[src/rtl/fingerprint_pkg.sv]
// Shared types and band layout for the fingerprint front end: FSM states,
// peak record format and the logarithmic band table.
package fingerprint_pkg;

  localparam int unsigned NUM_BINS    = 512;
  localparam int unsigned PEAK_BIN_W  = $clog2(NUM_BINS);
  localparam int unsigned PEAK_MAG_W  = 16;
  localparam int unsigned BAND_COUNT  = 6;
  localparam int unsigned PEAK_BAND_W = $clog2(BAND_COUNT);

  // Exclusive upper bin of each band; the last entry closes the frame.
  localparam int unsigned BAND_END [BAND_COUNT] = '{10, 20, 40, 80, 160, 512};

  typedef enum logic [1:0] {IDLE, SWEEP, DRAIN, COOL} state_t;

  typedef struct packed {
    logic [PEAK_BAND_W-1:0] band;
    logic [PEAK_BIN_W-1:0]  bin;
    logic [PEAK_MAG_W-1:0]  mag;
  } peak_rec_t;

  function automatic logic [PEAK_BIN_W:0] band_end(input logic [PEAK_BAND_W-1:0] band);
    band_end = (PEAK_BIN_W+1)'(NUM_BINS);
    for (int i = 0; i < int'(BAND_COUNT); i++) begin
      if (band == PEAK_BAND_W'(i)) band_end = (PEAK_BIN_W+1)'(BAND_END[i]);
    end
  endfunction

endpackage

[src/rtl/band_max_tracker.sv]
// Running maximum of one band: strict compare so the earliest equal bin wins,
// plus a combinational merge of the in-flight sample for the band-end record.
module band_max_tracker #(
  parameter int unsigned BIN_W = 9,
  parameter int unsigned MAG_W = 16
) (
  input  logic             clk,
  input  logic             reset,
  input  logic             clear,
  input  logic [BIN_W-1:0] start_bin,
  input  logic             sample_valid,
  input  logic [MAG_W-1:0] sample_mag,
  input  logic [BIN_W-1:0] sample_bin,
  output logic [MAG_W-1:0] merged_mag,
  output logic [BIN_W-1:0] merged_bin
);

  logic [MAG_W-1:0] best_mag_q, best_mag_d;
  logic [BIN_W-1:0] best_bin_q, best_bin_d;
  logic             take_new;

  assign take_new   = sample_valid && (sample_mag > best_mag_q);
  assign merged_mag = take_new ? sample_mag : best_mag_q;
  assign merged_bin = take_new ? sample_bin : best_bin_q;

  always_comb begin
    // NOTE: defaults first on every path, so no latch is inferred.
    best_mag_d = best_mag_q;
    best_bin_d = best_bin_q;
    if (clear) begin
      best_mag_d = '0;
      best_bin_d = start_bin;
    end else if (take_new) begin
      best_mag_d = sample_mag;
      best_bin_d = sample_bin;
    end
  end

  // NOTE: non-blocking assignments here so every flop samples pre-edge values.
  always_ff @(posedge clk or posedge reset) begin
    if (reset) begin
      best_mag_q <= '0;
      best_bin_q <= '0;
    end else begin
      best_mag_q <= best_mag_d;
      best_bin_q <= best_bin_d;
    end
  end

endmodule

[src/rtl/magnitude_peak_picker.sv]
// Sweeps the magnitude producer bin by bin after each FFT frame and emits one
// (band, bin, magnitude) peak record per logarithmic band.
module magnitude_peak_picker #(
  parameter int unsigned MAGNITUDES_COUNT = 512,
  parameter int unsigned MAGNITUDE_N      = $clog2(MAGNITUDES_COUNT),
  parameter int unsigned BAND_COUNT       = fingerprint_pkg::BAND_COUNT,
  parameter int unsigned MAG_W            = 16
) (
  input  logic                          clk,
  input  logic                          reset,
  input  logic                          done_fft,
  input  logic                          done_all_processing,
  input  logic [MAG_W-1:0]              magnitude,
  input  logic                          magnitude_ready,
  output logic [MAGNITUDE_N:0]          index,
  output logic                          peak_valid,
  output logic [$clog2(BAND_COUNT)-1:0] peak_band,
  output logic [MAGNITUDE_N-1:0]        peak_bin,
  output logic [MAG_W-1:0]              peak_mag,
  output logic                          frame_done,
  output logic [15:0]                   frame_count,
  output logic                          busy
);
  import fingerprint_pkg::*;

  localparam int unsigned BW = $clog2(BAND_COUNT);
  localparam logic [MAGNITUDE_N:0] END_IDX  = (MAGNITUDE_N+1)'(MAGNITUDES_COUNT);
  localparam logic [MAGNITUDE_N:0] LAST_BIN = (MAGNITUDE_N+1)'(MAGNITUDES_COUNT - 1);

  state_t               state_q, state_d;
  logic [MAGNITUDE_N:0] index_q, index_d;
  logic [BW-1:0]        band_q, band_d;
  logic                 peak_valid_q, peak_valid_d;
  peak_rec_t            peak_q, peak_d;
  logic                 frame_done_q, frame_done_d;
  logic [15:0]          frame_count_q, frame_count_d;
  logic                 busy_q, busy_d;

  logic                   trk_clear;
  logic [MAGNITUDE_N-1:0] trk_start;
  logic                   sample_valid;
  logic [MAG_W-1:0]       merged_mag;
  logic [MAGNITUDE_N-1:0] merged_bin;
  logic [MAGNITUDE_N:0]   band_end_cur;
  logic                   band_last;

  assign sample_valid = (state_q == SWEEP) && magnitude_ready;
  assign band_end_cur = band_end(band_q);
  assign band_last    = (index_q == band_end_cur - 1'b1);

  band_max_tracker #(
    .BIN_W (MAGNITUDE_N),
    .MAG_W (MAG_W)
  ) u_tracker (
    .clk          (clk),
    .reset        (reset),
    .clear        (trk_clear),
    .start_bin    (trk_start),
    .sample_valid (sample_valid),
    .sample_mag   (magnitude),
    .sample_bin   (index_q[MAGNITUDE_N-1:0]),
    .merged_mag   (merged_mag),
    .merged_bin   (merged_bin)
  );

  always_comb begin
    state_d       = state_q;
    index_d       = index_q;
    band_d        = band_q;
    peak_valid_d  = 1'b0;
    peak_d        = peak_q;
    frame_done_d  = 1'b0;
    frame_count_d = frame_count_q;
    trk_clear     = 1'b0;
    trk_start     = '0;
    unique case (state_q)
      IDLE: begin
        index_d = '0;
        if (done_fft && !done_all_processing) begin
          state_d   = SWEEP;
          band_d    = '0;
          trk_clear = 1'b1;
        end
      end
      SWEEP: begin
        if (magnitude_ready) begin
          index_d = index_q + 1'b1;
          if (band_last) begin
            // Record folds in the current bin; tracker restarts at the next band.
            peak_valid_d = 1'b1;
            peak_d       = '{band: band_q, bin: merged_bin, mag: merged_mag};
            trk_clear    = 1'b1;
            trk_start    = band_end_cur[MAGNITUDE_N-1:0];
            band_d       = (band_q == BW'(BAND_COUNT - 1)) ? '0 : band_q + 1'b1;
          end
          if (index_q == LAST_BIN) state_d = DRAIN;
        end
      end
      DRAIN: begin
        index_d = END_IDX;
        if (done_all_processing) begin
          frame_done_d  = 1'b1;
          frame_count_d = frame_count_q + 16'd1;
          index_d       = '0;
          state_d       = COOL;
        end
      end
      COOL: begin
        // Wait for the producer to drop its done flag so we never restart twice.
        index_d = '0;
        if (!done_all_processing) state_d = IDLE;
      end
      default: state_d = IDLE;
    endcase
    busy_d = (state_d != IDLE);
  end

  always_ff @(posedge clk or posedge reset) begin
    if (reset) begin
      state_q       <= IDLE;
      index_q       <= '0;
      band_q        <= '0;
      peak_valid_q  <= 1'b0;
      peak_q        <= '0;
      frame_done_q  <= 1'b0;
      frame_count_q <= '0;
      busy_q        <= 1'b0;
    end else begin
      state_q       <= state_d;
      index_q       <= index_d;
      band_q        <= band_d;
      peak_valid_q  <= peak_valid_d;
      peak_q        <= peak_d;
      frame_done_q  <= frame_done_d;
      frame_count_q <= frame_count_d;
      busy_q        <= busy_d;
    end
  end

  assign index       = index_q;
  assign peak_valid  = peak_valid_q;
  assign peak_band   = peak_q.band;
  assign peak_bin    = peak_q.bin;
  assign peak_mag    = peak_q.mag;
  assign frame_done  = frame_done_q;
  assign frame_count = frame_count_q;
  assign busy        = busy_q;

endmodule

[config.mk]
export PLATFORM = sky130hd
export DESIGN_NAME = magnitude_peak_picker
export DESIGN_NICKNAME = d
export VERILOG_FILES = /design/src/rtl/fingerprint_pkg.sv /design/src/rtl/band_max_tracker.sv /design/src/rtl/magnitude_peak_picker.sv
export SDC_FILE = /design/constraint.sdc
export NUM_CORES = 1
export LEC_CHECK = 0
export BUFFER_PORTS_ARGS = -buffer_cell sky130_fd_sc_hd__buf_4
export CAP_MARGIN = 20
export CELL_PAD_IN_SITES_DETAIL_PLACEMENT = 1
export CELL_PAD_IN_SITES_GLOBAL_PLACEMENT = 1
export CORE_MARGIN = 5
export CORE_UTILIZATION = 44
export CTS_CLUSTER_DIAMETER = 80
export CTS_CLUSTER_SIZE = 14
export DETAILED_ROUTE_END_ITERATION = 8
export GPL_TIMING_DRIVEN = 0
export MAX_ROUTING_LAYER = met4
export PLACE_DENSITY_LB_ADDON = 0.1
export SYNTH_ARGS = -nofsm -noshare
export SYNTH_HDL_FRONTEND = slang
export SYNTH_SLANG_ARGS = --single-unit
[constraint.sdc]
create_clock -name clk -period 4.61 [get_ports clk]
set_input_delay 0.461 -clock clk [delete_from_list [all_inputs] [get_ports clk]]
set_output_delay 0.461 -clock clk [all_outputs]
set_load 0.005 [all_outputs]
== Word-level counts from Yosys, hierarchy flattened ==
Cells that the tools add are included.
Word-level totals
  flip-flop bits (word level): 87
  bits of input ports: 21
  output and inout port bits: 57
  word-level logic and storage cells: 76
Operators by class
  add/subtract/negate cells: 4
  order comparisons: 1
  eq/ne operators: 13
  mux-type cells: 34
  reductions and logical operators: 12
Operator list (number)
  $mux W10: 8
  $mux W9: 5
  $mux W16: 2
  $pmux W10 S3: 1
  $add A16 B1 Y16 const B: 1
  $gt A16 B16 Y1: 1
  $mux W3: 4
  $add A10 B1 Y10 const B: 1
  $eq A10 B10 Y1: 1
  $eq A10 B9 Y1 const B: 1
  $mux W2: 5
  $sub A10 B1 Y10 const B: 1
  $pmux W2 S4: 1
  $eq A3 B2 Y1 const B: 2
  $eq A3 B3 Y1 const B: 2
  $mux W1: 6
  $ne A2 B2 Y1 const B: 3
  $pmux W3 S2: 1
  $eq A2 B2 Y1 const B: 2
  $reduce_and A4 Y1: 1
  $reduce_bool A2 Y1: 2
  $add A3 B1 Y3 const B: 1
  $eq A3 B1 Y1 const B: 1
  $logic_and A1 B1 Y1: 3
  8 further kinds: 8

== Logic depth before layout (Yosys ltp) ==
Gate-level depths: netlist of the first run.
  word-level depth: 13
  gate-level depth with buffers: 17
  depth with buffers taken out: 13

== Hierarchy ==
A second synthesis of the first run with hierarchy kept.
Unflattened totals
  cell total of the unflattened synthesis: 492
  area, all modules: 5127.4 um^2
By module, submodules not included
  magnitude_peak_picker: times used 1, cells each 265, area an instance 2941.6 um^2, seq. area each 1551.5 um^2
  band_max_tracker: times used 1, cells each 227, area an instance 2185.8 um^2, seq. area each 625.6 um^2

== Least setup slack after synthesis of the first run ==
OpenSTA, ideal clock, no wires.
  path kind: flip-flop to flip-flop
  from: register band_q[2]
  to: register peak_q (netlist bit peak_mag[10])
  library setup time: 127 ps
  arrival time: 3755 ps
  data required time: 4483 ps
  slack: 728 ps
  cell stages (with the launch flop): 16
  buffers on the path: 3
  cells stage by stage: dfrtp_1 > clkbuf_1 > inv_1 > ha_1 > buf_2 > nor3_1 > nand2_1 > ha_1 > xor2_1 > o2111ai_1 > or4b_4 > nor4_4 > nand3_4 > clkinv_4 > buf_6 > mux2_1
On the way
  word-level cells in the longest chain between the ends: 10
Ends and longest elaborated chain
  start: declaration: line magnitude_peak_picker.sv:32  | logic [BW-1:0] band_q, band_d;
  start signal: assignment: line magnitude_peak_picker.sv:131  | band_q <= band_d;
  $logic_not A3 Y1: line fingerprint_pkg.sv:25  | if (band == PEAK_BAND_W'(i)) band_end = (PEAK_BIN_W+1)'(BAND_END[i]);
  $mux W10 (5 in series): line fingerprint_pkg.sv:25
  $mux W10 (*): line fingerprint_pkg.sv:25
  $sub A10 B1 Y10 (*): line magnitude_peak_picker.sv:49  | assign band_last = (index_q == band_end_cur - 1'b1);
  $eq A10 B10 Y1 (*): line magnitude_peak_picker.sv:49
  $reduce_and A3 Y1 (no source line) (*)
  end signal: assignment: line magnitude_peak_picker.sv:133  | peak_q <= peak_d;
  end: declaration: line magnitude_peak_picker.sv:34  | peak_rec_t peak_q, peak_d;
Mark *: on every way between the ends. The rest lies on a longest branch, timed or not.
A chain may end at the register's enable or synchronous reset.

== Worst setup path after layout of the first run ==
  from: register band_q[1]
  to: register band_q[2]
On the way
  word-level cells in the longest chain between the ends: 11
Ends and longest elaborated chain (line)
  $logic_not A3 Y1: fingerprint_pkg.sv:25
  $mux W10 (6 in series): fingerprint_pkg.sv:25
  $sub A10 B1 Y10: magnitude_peak_picker.sv:49
  $eq A10 B10 Y1: magnitude_peak_picker.sv:49
  $ne A2 B2 Y1 (no source line)
  $reduce_and A4 Y1 (no source line)
Parallel ways exist; a longest one is shown, timed or not. The select of a mux whose other input is x is not followed.

==> impl_metrics.ini, run 1 <==
[worst_setup_path]
r2r-start = band_q[1]
cpMaxStageDelayCell = or4_4
regToRegEndpoint = band_q[2]
cp-start-kind = register
cp-end-kind = register
cp_data_required_time_ns = 4.91
path_cells = buf_2 -> nand2_1 -> inv_1 -> ha_1 -> buf_2 -> nor3_1 -> nand2_1 -> ha_1 -> xor2_1 -> o2111ai_1 -> or4b_4 -> or4_4 -> o31ai_4 -> buf_4 -> buf_6 -> mux2i_1
critPathKind = reg -> reg
r2r_slack_ns = 0.25
critPathArrivalTime_ns = 4.66
slowest_delay_ns = 0.59
crit_fanout = 10
reg2regPathDepth = 16

[finish]
diodes = 0
finalNetCount = 570
stdcell_area_sq_um = 5700
final_cells = 670
fin_util_pct = 55.0
drive_above_1_share_pct = 28.7
areaGrowthSynthToFinish_pct = 21.7

[clock_network]
numCtsBuffers = 9
cts.sinks = 87
cts_buffer_depth = 2
cts_tree = yes
hold_buffers = 0
htree_levels = 3
clk_latency_ns = 0.38
path_clk_slew_ns = 0.10
clockRootBuffer = clkbuf_8

[synth]
syn_inst = 439
muxShareOfSynthArea_pct = 11.7
synth_ff_type = dfrtp_1
async_flop_share_pct = 100
syn_area_per_cell_sq_um = 10.7
syn_area_sq_um = 4690
synth_compound_area_share_pct = 10.9
synthXorXnorAreaFrac_pct = 4.49
synth-edff-count = 0
syn-num-nets = 480
yosys.area_share.simple_pct = 16.5
ys_warn_count = 0
synth_top_family_by_area = simple AND/OR/NAND/NOR gates
synth_fa_ha_area_share_pct = 5.34
ys_types = 60
ys_seq_area_share_pct = 46.5
ys_ff_latch = 87

[sta]
period_needed_ns = 4.36
setup_viol = 0
fin_setup_tns_ns = 0
fin_skew_ns = 0.00873
period_share_pct = 94.5
max_freq_ghz = 0.229
setup_slack_ns = 0.252
finalHoldViolCount = 0
tightest_slew_ns = 0.734
drv_slew = 0
rsz0062_at_grt = false
slew_headroom_pct = 50.4

[grt]
antenna_found_initial = 0
grt_overflow_total = 0
grt.total_usage_pct = 20.3
grt_pass1_vias = 3845
grt_pass1_wl_um = 19900
grt_start_max_net_pins = 68

[route]
routed-via-count = 3653
first_iter_violations = 174
drtPass1Iterations = 4
route.antenna.remaining_nets = 0
drt_wl_total_um = 12000
wl_per_cell_um = 18.0
viasPerCell = 5.45
drc = 0

[worst_hold_path]
min-delay-path-class = in -> async

[die]
dieArea_sq_um = 12800
dieWidth_um = 113
ios = 78
start_util_pct = 45.2
rows = 37
die_h_um = 113
core_sq_um = 10400

[pwr]
power.internal_w = 0.00157
peakVddDrop_v = 0.000174
leakage_nw = 2.85
power_density_nw_per_um2 = 429
clock_power_share_pct = 23.7
swShare_pct = 35.9
comb_power_share_pct = 34.9
p_switching_w = 0.000878
seq_power_share_pct = 41.4

[run]
drv_cap = 0

[status]
status = finished clean

[place]
io_buffers = 76
placed_cell_area_sq_um = 5460
dpl.cell_count = 652
gp_congestion = 0.858
place_hpwl_um = 8950
place_ws_ns = -0.177
==> power groups by stage <==
stage | registers (W) | logic (W) | clock network (W)
2_1_floorplan | 0.000987 | 0.000614 | 0
3_3_place_gp | 0.00101 | 0.000814 | 0
3_5_place_dp | 0.00102 | 0.000851 | 0
4_1_cts | 0.00101 | 0.000869 | 0.000597
5_1_grt | 0.00103 | 0.000957 | 0.000636
6_report | 0.00101 | 0.000854 | 0.000581
==> how the worst max path moves through the flow <==
stage | startpoint | endpoint | slack [ns] | cells past startpoint
CTS | band_q[2] | band_q[2] | 0.01 | 14
floorplan | band_q[2] | peak_mag[10] | 0.73 | 15
global route | band_q[0] | peak_mag[9] | 0.008 | 16
finish | band_q[1] | band_q[2] | 0.25 | 16
detailed placement | band_q[2] | peak_mag[10] | -0.18 | 15
global placement | band_q[2] | peak_mag[10] | -0.1 | 15
==> worst max-delay path: cells and delay by family (launching register included) <==
family / cells / cell delay [ns]
and+or+nand+nor: 5 / 1.65
xor gates and xnor gates: 1 / 0.20
muxes: 1 / 0.20
DFF: 1 / 0.38
adders and majority gates: 2 / 0.64
AOI/OAI and AO/OA: 2 / 0.41
buffers and inverters: 5 / 0.81
==> what timing repair did <==
item                                    in CTS  in global routing
endpoints found under the setup margin      15                 54
resized for setup                            1                  2
pin swaps                                    1                  1
hold endpoints to repair                     0                  0
gates cloned                                 0                  0
setup buffers                                2                  2
==> cell usage in the layout (no fill, tap or decap), types with 10 or more instances in the layout <==
cell     instances
a21oi_1         19
buf_4           82
mux2i_1         10
nand2_1         30
mux2_1          11
ha_1            20
xor2_1          10
mux2_2          29
o21ai_0         14
xnor2_1         14
nor2_1          26
inv_1           24
dfrtp_1         86
nor2b_1         24
==> cells in the mapped netlist, types with 2 or more instances <==
master	n	area (sq um)
a21boi_0	2	15.0
a21o_1	3	22.5
a21oi_1	19	95.1
a31o_2	2	17.5
a31oi_1	7	43.8
and2_1	2	12.5
and2b_1	2	15.0
and3_1	9	56.3
buf_2	7	35.0
buf_4	2	15.0
buf_6	3	33.8
clkbuf_1	7	26.3
dfrtp_1	87	2180
ha_1	20	250
inv_1	25	93.8
mux2_1	11	124
mux2_2	29	327
mux2i_1	10	100
nand2_1	30	113
nand2b_1	5	31.3
nand3_1	9	45.0
nand4_1	9	56.3
nor2_1	26	97.6
nor2b_1	24	150
nor3_1	5	25.0
nor4_1	3	18.8
nor4b_1	3	26.3
o211ai_1	4	30.0
o21a_1	3	22.5
o21ai_0	14	70.1
o22ai_1	3	18.8
o32ai_1	2	17.5
or3_1	3	18.8
xnor2_1	14	123
xor2_1	10	87.6
==> logic make-up after synthesis <==
family                   count (synthesis)
AND/OR/NAND/NOR                        139
flip-flops                              87
multiplexers                            50
AO/OA/AOI/OAI                           74
XOR/XNOR                                24
buffers and inverters                   45
adder cells (fa/ha/maj)                 20
==> state kept, by name, summed over array words and instances (netlist names) <==
signal                count
state_q                   2
peak_mag                 16
frame_count              16
u_tracker.best_mag_q     16
frame_done                1
index                    10
u_tracker.best_bin_q      9
band_q                    3
peak_bin                  9
peak_valid                1
busy                      1
peak_band                 3
==> stage by stage <==
step / total power, W / hold WS, ns
3_3_place_gp: 0.00182 / 0.465
3_5_place_dp: 0.00187 / 0.454
4_1_cts: 0.00247 / 0.0399
6_report: 0.00245 / 0.0314
2_1_floorplan: 0.00160 / 0.468
5_1_grt: 0.00262 / 0.0399
==> cell type report <==
| type | count | area, sq um |
|---|---|---|
| Clock buffer | 9 | 124 |
| Tap cell | 136 | 170 |
| Inverter | 26 | 105 |
| Clock inverter | 7 | 86.3 |
| Sequential cell | 87 | 2180 |
| Buffer | 17 | 103 |
| Multi-Input combinational cell | 307 | 2310 |
| Timing Repair Buffer | 81 | 628 |
| Fill cell | 1175 | 4670 |
==> metal layers <==
metal | vias up | part of all wire, % | GRT usage (%) | wire length, um
met2 | 84 | 47 | 31.5 | 5710
li1 | 1733 | - | - | -
met5 | - | 0 | - | 0
met1 | 1818 | 47 | 26.8 | 5610
met4 | 0 | 1.4 | 6.65 | 174
met3 | 18 | 4.4 | 4.01 | 534
No activity file was read; power rests on OpenSTA's default activity.
==> run 2, diff against run 1 <==
--- a/config.mk
+++ b/config.mk
@@ -6,7 +6,7 @@
 export NUM_CORES = 1
 export LEC_CHECK = 0
 export BUFFER_PORTS_ARGS = -buffer_cell sky130_fd_sc_hd__buf_4
-export CAP_MARGIN = 20
+export CAP_MARGIN = 0
 export CELL_PAD_IN_SITES_DETAIL_PLACEMENT = 1
 export CELL_PAD_IN_SITES_GLOBAL_PLACEMENT = 1
 export CORE_MARGIN = 5
@@ -16,7 +16,7 @@
 export DETAILED_ROUTE_END_ITERATION = 8
 export GPL_TIMING_DRIVEN = 0
 export MAX_ROUTING_LAYER = met4
-export PLACE_DENSITY_LB_ADDON = 0.1
+export PLACE_DENSITY = 0.81
 export SYNTH_ARGS = -nofsm -noshare
 export SYNTH_HDL_FRONTEND = slang
 export SYNTH_SLANG_ARGS = --single-unit
==> run 2 against run 1 <==
Final area fell by 0.37%. Utilization fell by 0.21 points. Worst setup slack got worse by 0.015 ns. Via count down 0.47%. Non-clock buffer count shrank 3.
==> impl_metrics.ini, run 2 (synthesis results as in run 1) <==
[grt]
grt.total_usage_pct = 20.0
antenna_found_initial = 0
grt_pass1_wl_um = 20100
grt_start_max_net_pins = 59
grt_overflow_total = 0
grt_pass1_vias = 3915

[status]
status = finished clean

[finish]
drive_above_1_share_pct = 28.1
areaGrowthSynthToFinish_pct = 21.2
finalNetCount = 567
diodes = 0
stdcell_area_sq_um = 5680
final_common_cell = dfrtp_1
layout_common_cells = dfrtp_1, buf_4, nand2_1
fin_util_pct = 54.8

[die]
die_h_um = 113
start_util_pct = 45.2
core_sq_um = 10400
dieArea_sq_um = 12800
dieWidth_um = 113
rows = 37
ios = 78

[place]
io_buffers = 76
place_ws_ns = -0.174
place_hpwl_um = 9090
gp_congestion = 0.899
placed_cell_area_sq_um = 5460

[route]
first_iter_violations = 200
drc = 0
routed-via-count = 3636
drtPass1Iterations = 4
route.antenna.remaining_nets = 0
drt_wl_total_um = 12000
viasPerCell = 5.45
wl_per_cell_um = 18.0

[worst_setup_path]
cp_data_required_time_ns = 4.89
slowest_delay_ns = 0.59
critPathArrivalTime_ns = 4.65
cp-end-kind = register
cp-start-kind = register
critPathKind = reg -> reg
crit_top_cell = ha_1
path_cells = inv_1 -> ha_1 -> buf_2 -> nor3_1 -> nand2_1 -> ha_1 -> xor2_1 -> o2111ai_1 -> or4b_4 -> or4_4 -> o31ai_4 -> buf_6 -> mux2i_1
cpMaxStageDelayCell = or4_4
crit_fanout = 10
r2r_slack_ns = 0.24

[pwr]
p_switching_w = 0.000874
seq_power_share_pct = 41.2
swShare_pct = 35.6
leakage_nw = 2.84
comb_power_share_pct = 35.2
power_density_nw_per_um2 = 432
clock_power_share_pct = 23.6
peakVddDrop_v = 0.000175
power.internal_w = 0.00158
power.total_w = 0.00245

[clock_network]
path_clk_slew_ns = 0.09
numCtsBuffers = 9
htree_levels = 3
hold_buffers = 0
clk_latency_ns = 0.37
cts_tree = yes
clockRootBuffer = clkbuf_8
cts.sinks = 87
cts_buffer_depth = 2

[sta]
slew_headroom_pct = 53.5
finalHoldViolCount = 0
setup_slack_ns = 0.237
period_share_pct = 94.9
fin_skew_ns = 0.0171
holdWs_ns = 0.0921
tightest_slew_ns = 0.689
max_freq_ghz = 0.229
rsz0062_at_grt = false
drv_slew = 0
period_needed_ns = 4.37
setup_viol = 0

[run]
drv_cap = 0

[worst_hold_path]
min-delay-path-class = in -> async
## run 2: cell count changes in the layout (fill, tap and decap cells not counted)
cell,delta
buf_4,-3
clkbuf_8,+1
clkinv_2,+1
clkinv_4,+1
clkinvlp_4,-1
dfrtp_1,+1
dfrtp_2,-1
inv_6,-2
## run 2: final timing paths
check | endpoint | cells past startpoint | startpoint
max reg2reg | band_q[2] | 13 | band_q[2]
max in group asynchronous | peak_bin[7] | 3 | reset
min | index[1] | 2 | reset
min in group clk | state_q[1] | 2 | done_all_processing
min reg2reg | frame_count[15] | 1 | frame_count[15]
max | band_q[2] | 13 | band_q[2]
## run 2: routing by layer
metal | vias to the layer above | global-route usage, % | routed length, um | part of all wire, %
met5 | - | - | 0 | 0
met1 | 1818 | 25.7 | 5510 | 46
met3 | 17 | 3.21 | 479 | 4.0
met4 | 0 | 6.41 | 197 | 1.6
li1 | 1722 | - | - | -
met2 | 79 | 32.5 | 5830 | 49
## run 2: cell type report
class                           instances  area (sq um)
Inverter                               26           105
Clock buffer                           10           138
Multi-Input combinational cell        307          2310
Timing Repair Buffer                   78           606
Buffer                                 17           103
Tap cell                              136           170
Fill cell                            1167          4690
Clock inverter                          6          75.1
Sequential cell                        87          2180
## run 2: stage by stage
step	std cells	TNS, ns
after CTS	669	0
after detailed placement	652	-1.78
after global placement	651	-0.309
after floorplan	439	0
final	667	0
after global routing	667	0
## run 2: timing repair
item                       CTS  global route
resized for setup            1             1
setup endpoints to repair   14            47
setup buffers                1             0
pin swaps                    1             0
## run 2: power by group through the flow
stage	Combinational (W)	Clock [W]	Sequential, W
floorplan	0.000614	0	0.000987
CTS	0.000880	0.000592	0.00101
finish	0.000864	0.000579	0.00101
detailed placement	0.000861	0	0.00102
global route	0.000962	0.000634	0.00104
global placement	0.000813	0	0.00101
## run 2: critical path, delay by kind of cell, from the launching register on
kind,cells,cell delay (ns)
buf+inv,3,0.64
flops,1,0.54
compound gates,2,0.59
fa+ha+maj,2,0.67
simple gates,4,1.46
mux,1,0.19
xor+xnor,1,0.19
==> run 3, diff against run 2 <==
--- a/config.mk
+++ b/config.mk
@@ -10,13 +10,14 @@
 export CELL_PAD_IN_SITES_DETAIL_PLACEMENT = 1
 export CELL_PAD_IN_SITES_GLOBAL_PLACEMENT = 1
 export CORE_MARGIN = 5
-export CORE_UTILIZATION = 44
+export CORE_UTILIZATION = 45
+export CTS_BUF_LIST = sky130_fd_sc_hd__clkbuf_4
 export CTS_CLUSTER_DIAMETER = 80
 export CTS_CLUSTER_SIZE = 14
 export DETAILED_ROUTE_END_ITERATION = 8
 export GPL_TIMING_DRIVEN = 0
 export MAX_ROUTING_LAYER = met4
-export PLACE_DENSITY = 0.81
+export PLACE_DENSITY = 0.82
 export SYNTH_ARGS = -nofsm -noshare
 export SYNTH_HDL_FRONTEND = slang
 export SYNTH_SLANG_ARGS = --single-unit
==> run 3 against run 2 <==
Combinational power hardly changed. Non-clock buffer count up 2. Sequential power about the same. Clock power shrank 20%. Global-route usage grew 1.2 points. First-iteration DRC count grew 2.0%. Power fell by 4.6%. Largest cell class unchanged. Highest routed layer unchanged.
==> impl_metrics.ini, run 3 (synthesis results as in run 1) <==
[grt]
grt_pass1_vias = 4068
grt.total_usage_pct = 21.2
grt_overflow_total = 0
grt_use_met3_pct = 3.99
grtUsageMet1_pct = 26.1
top_usage_layer = met2
grt_use_met2_pct = 35.7
grt_pass1_wl_um = 20800
antenna_found_initial = 0
grt_start_max_net_pins = 59

[finish]
final_common_cell = dfrtp_1
areaGrowthSynthToFinish_pct = 20.2
finalNetCount = 569
layout_common_cells = dfrtp_1, buf_4, nand2_1
drive_above_1_share_pct = 28.1
diodes = 0

[route]
route.antenna.remaining_nets = 0
drtPass1Iterations = 4
routed-via-count = 3668
drt_wl_total_um = 12200
drc = 0
first_iter_violations = 204
wl_per_cell_um = 18.2
viasPerCell = 5.48

[sta]
period_needed_ns = 4.34
setup_viol = 0
drv_slew = 0
fin_skew_ns = 0.0190
max_freq_ghz = 0.230
tightest_slew_ns = 0.650
finalHoldViolCount = 0
holdWs_ns = 0.249
setup_slack_ns = 0.266
slew_headroom_pct = 56.1
period_share_pct = 94.2

[die]
rows = 37
die_h_um = 112
dieArea_sq_um = 12600
start_util_pct = 45.8
dieWidth_um = 112
core_sq_um = 10200
ios = 78

[place]
gp_congestion = 0.838
io_buffers = 76
place_hpwl_um = 9150
place_ws_ns = -0.159

[worst_setup_path]
critPathKind = reg -> reg
cp-end-kind = register
cpMaxStageDelayCell = or4_4
critPathArrivalTime_ns = 4.72
regToRegEndpoint = band_q[2]
r2r-start = band_q[0]
r2r_slack_ns = 0.27
reg2regPathDepth = 15
cp_data_required_time_ns = 4.99
path_cells = buf_2 -> nand2_1 -> inv_1 -> ha_1 -> buf_2 -> nor3_1 -> nand2_1 -> ha_1 -> xor2_1 -> o2111ai_1 -> or4b_4 -> or4_4 -> o31ai_4 -> buf_6 -> mux2i_1
crit_fanout = 10
slowest_delay_ns = 0.59
cp-start-kind = register

[pwr]
peakVddDrop_v = 0.000180
power.total_w = 0.00234
leakage_nw = 2.81
power_density_nw_per_um2 = 416

[run]
drv_cap = 0

[worst_hold_path]
hold_depth = 2
holdPathEnd = state_q[1]
hp-start = done_all_processing
min-delay-path-class = in -> reg

[status]
status = finished clean

[clock_network]
cts.sinks = 87
numCtsBuffers = 9
cts_tree = yes
clk_latency_ns = 0.46
path_clk_slew_ns = 0.15
htree_levels = 3
clockRootBuffer = clkbuf_4
cts_buffer_depth = 2
==> run 3: cell count changes in the layout (fill, tap and decap cells not counted) <==
| cell | before | now |
|---|---|---|
| dfrtp_2 | 0 | 1 |
| a21boi_1 | 1 | 0 |
| dfrtp_1 | 87 | 86 |
| clkinv_4 | 2 | 3 |
| clkinvlp_4 | 0 | 1 |
| dlygate4sd3_1 | 0 | 1 |
| inv_8 | 2 | 1 |
| clkbuf_1 | 5 | 6 |
| a21boi_0 | 1 | 2 |
| clkbuf_8 | 10 | 0 |
| clkbuf_4 | 0 | 9 |
==> run 3: layout make-up <==
type | instances | area (sq um)
clock inverter | 7 | 80.1
fill | 1166 | 4600
clock buffer | 9 | 67.6
buffer | 18 | 106
inverter | 26 | 105
sequential | 87 | 2180
timing repair buffer | 79 | 616
tap | 136 | 170
multi-input combinational | 307 | 2310
==> run 3: what timing repair did <==
action | in CTS | in global routing
setup endpoints to repair | 16 | 47
gates resized for setup | 0 | 2
hold endpoints to repair | 29 | 0
pin swaps | 1 | 0
setup buffers | 1 | 0
hold buffers | 1 | 0
==> run 3: how the worst max path moves through the flow <==
stage / start / end / slack, ns / cells past startpoint
6_report: band_q[0] / band_q[2] / 0.27 / 15
5_1_grt: band_q[1] / peak_mag[1] / -0.001 / 17
4_1_cts: band_q[2] / peak_mag[3] / 0.05 / 16
3_5_place_dp: band_q[2] / peak_mag[3] / -0.16 / 15
3_3_place_gp: band_q[2] / peak_mag[10] / -0.05 / 15
2_1_floorplan: band_q[2] / peak_mag[10] / 0.73 / 15
==> run 3: stage by stage <==
stage / instances / setup TNS, ns / instance area (sq um) / utilization, %
after floorplan: 439 / 0 / 4690 / -
after detailed placement: 652 / -1.59 / 5460 / 53.3
after global placement: 651 / -0.443 / 5430 / 53.0
after global routing: 669 / -0.00110 / 5630 / 55.0
final: 669 / 0 / 5630 / 55.0
after CTS: 670 / 0 / 5620 / 54.9
==> run 3: per-layer routing <==
metal / vias up / part of all wire, %
met1: 1836 / 43
met3: 14 / 4.7
li1: 1729 / -
met2: 89 / 51
met5: - / 0
met4: 0 / 1.3
==> run 3: report_power, final <==
group	switching, W	total [W]	internal (W)
Sequential	0.000113	0.00101	0.000900
Combinational	0.000457	0.000864	0.000407
Clock	0.000293	0.000465	0.000172
==> run 3: critical path, delay by kind of cell (launching register included) <==
family / cells / cell delay, ns
flip-flops: 1 / 0.40
adder cells (fa/ha/maj): 2 / 0.61
AO/OA/AOI/OAI: 2 / 0.56
XOR/XNOR: 1 / 0.20
multiplexers: 1 / 0.20
AND/OR/NAND/NOR: 5 / 1.61
buffers and inverters: 4 / 0.69
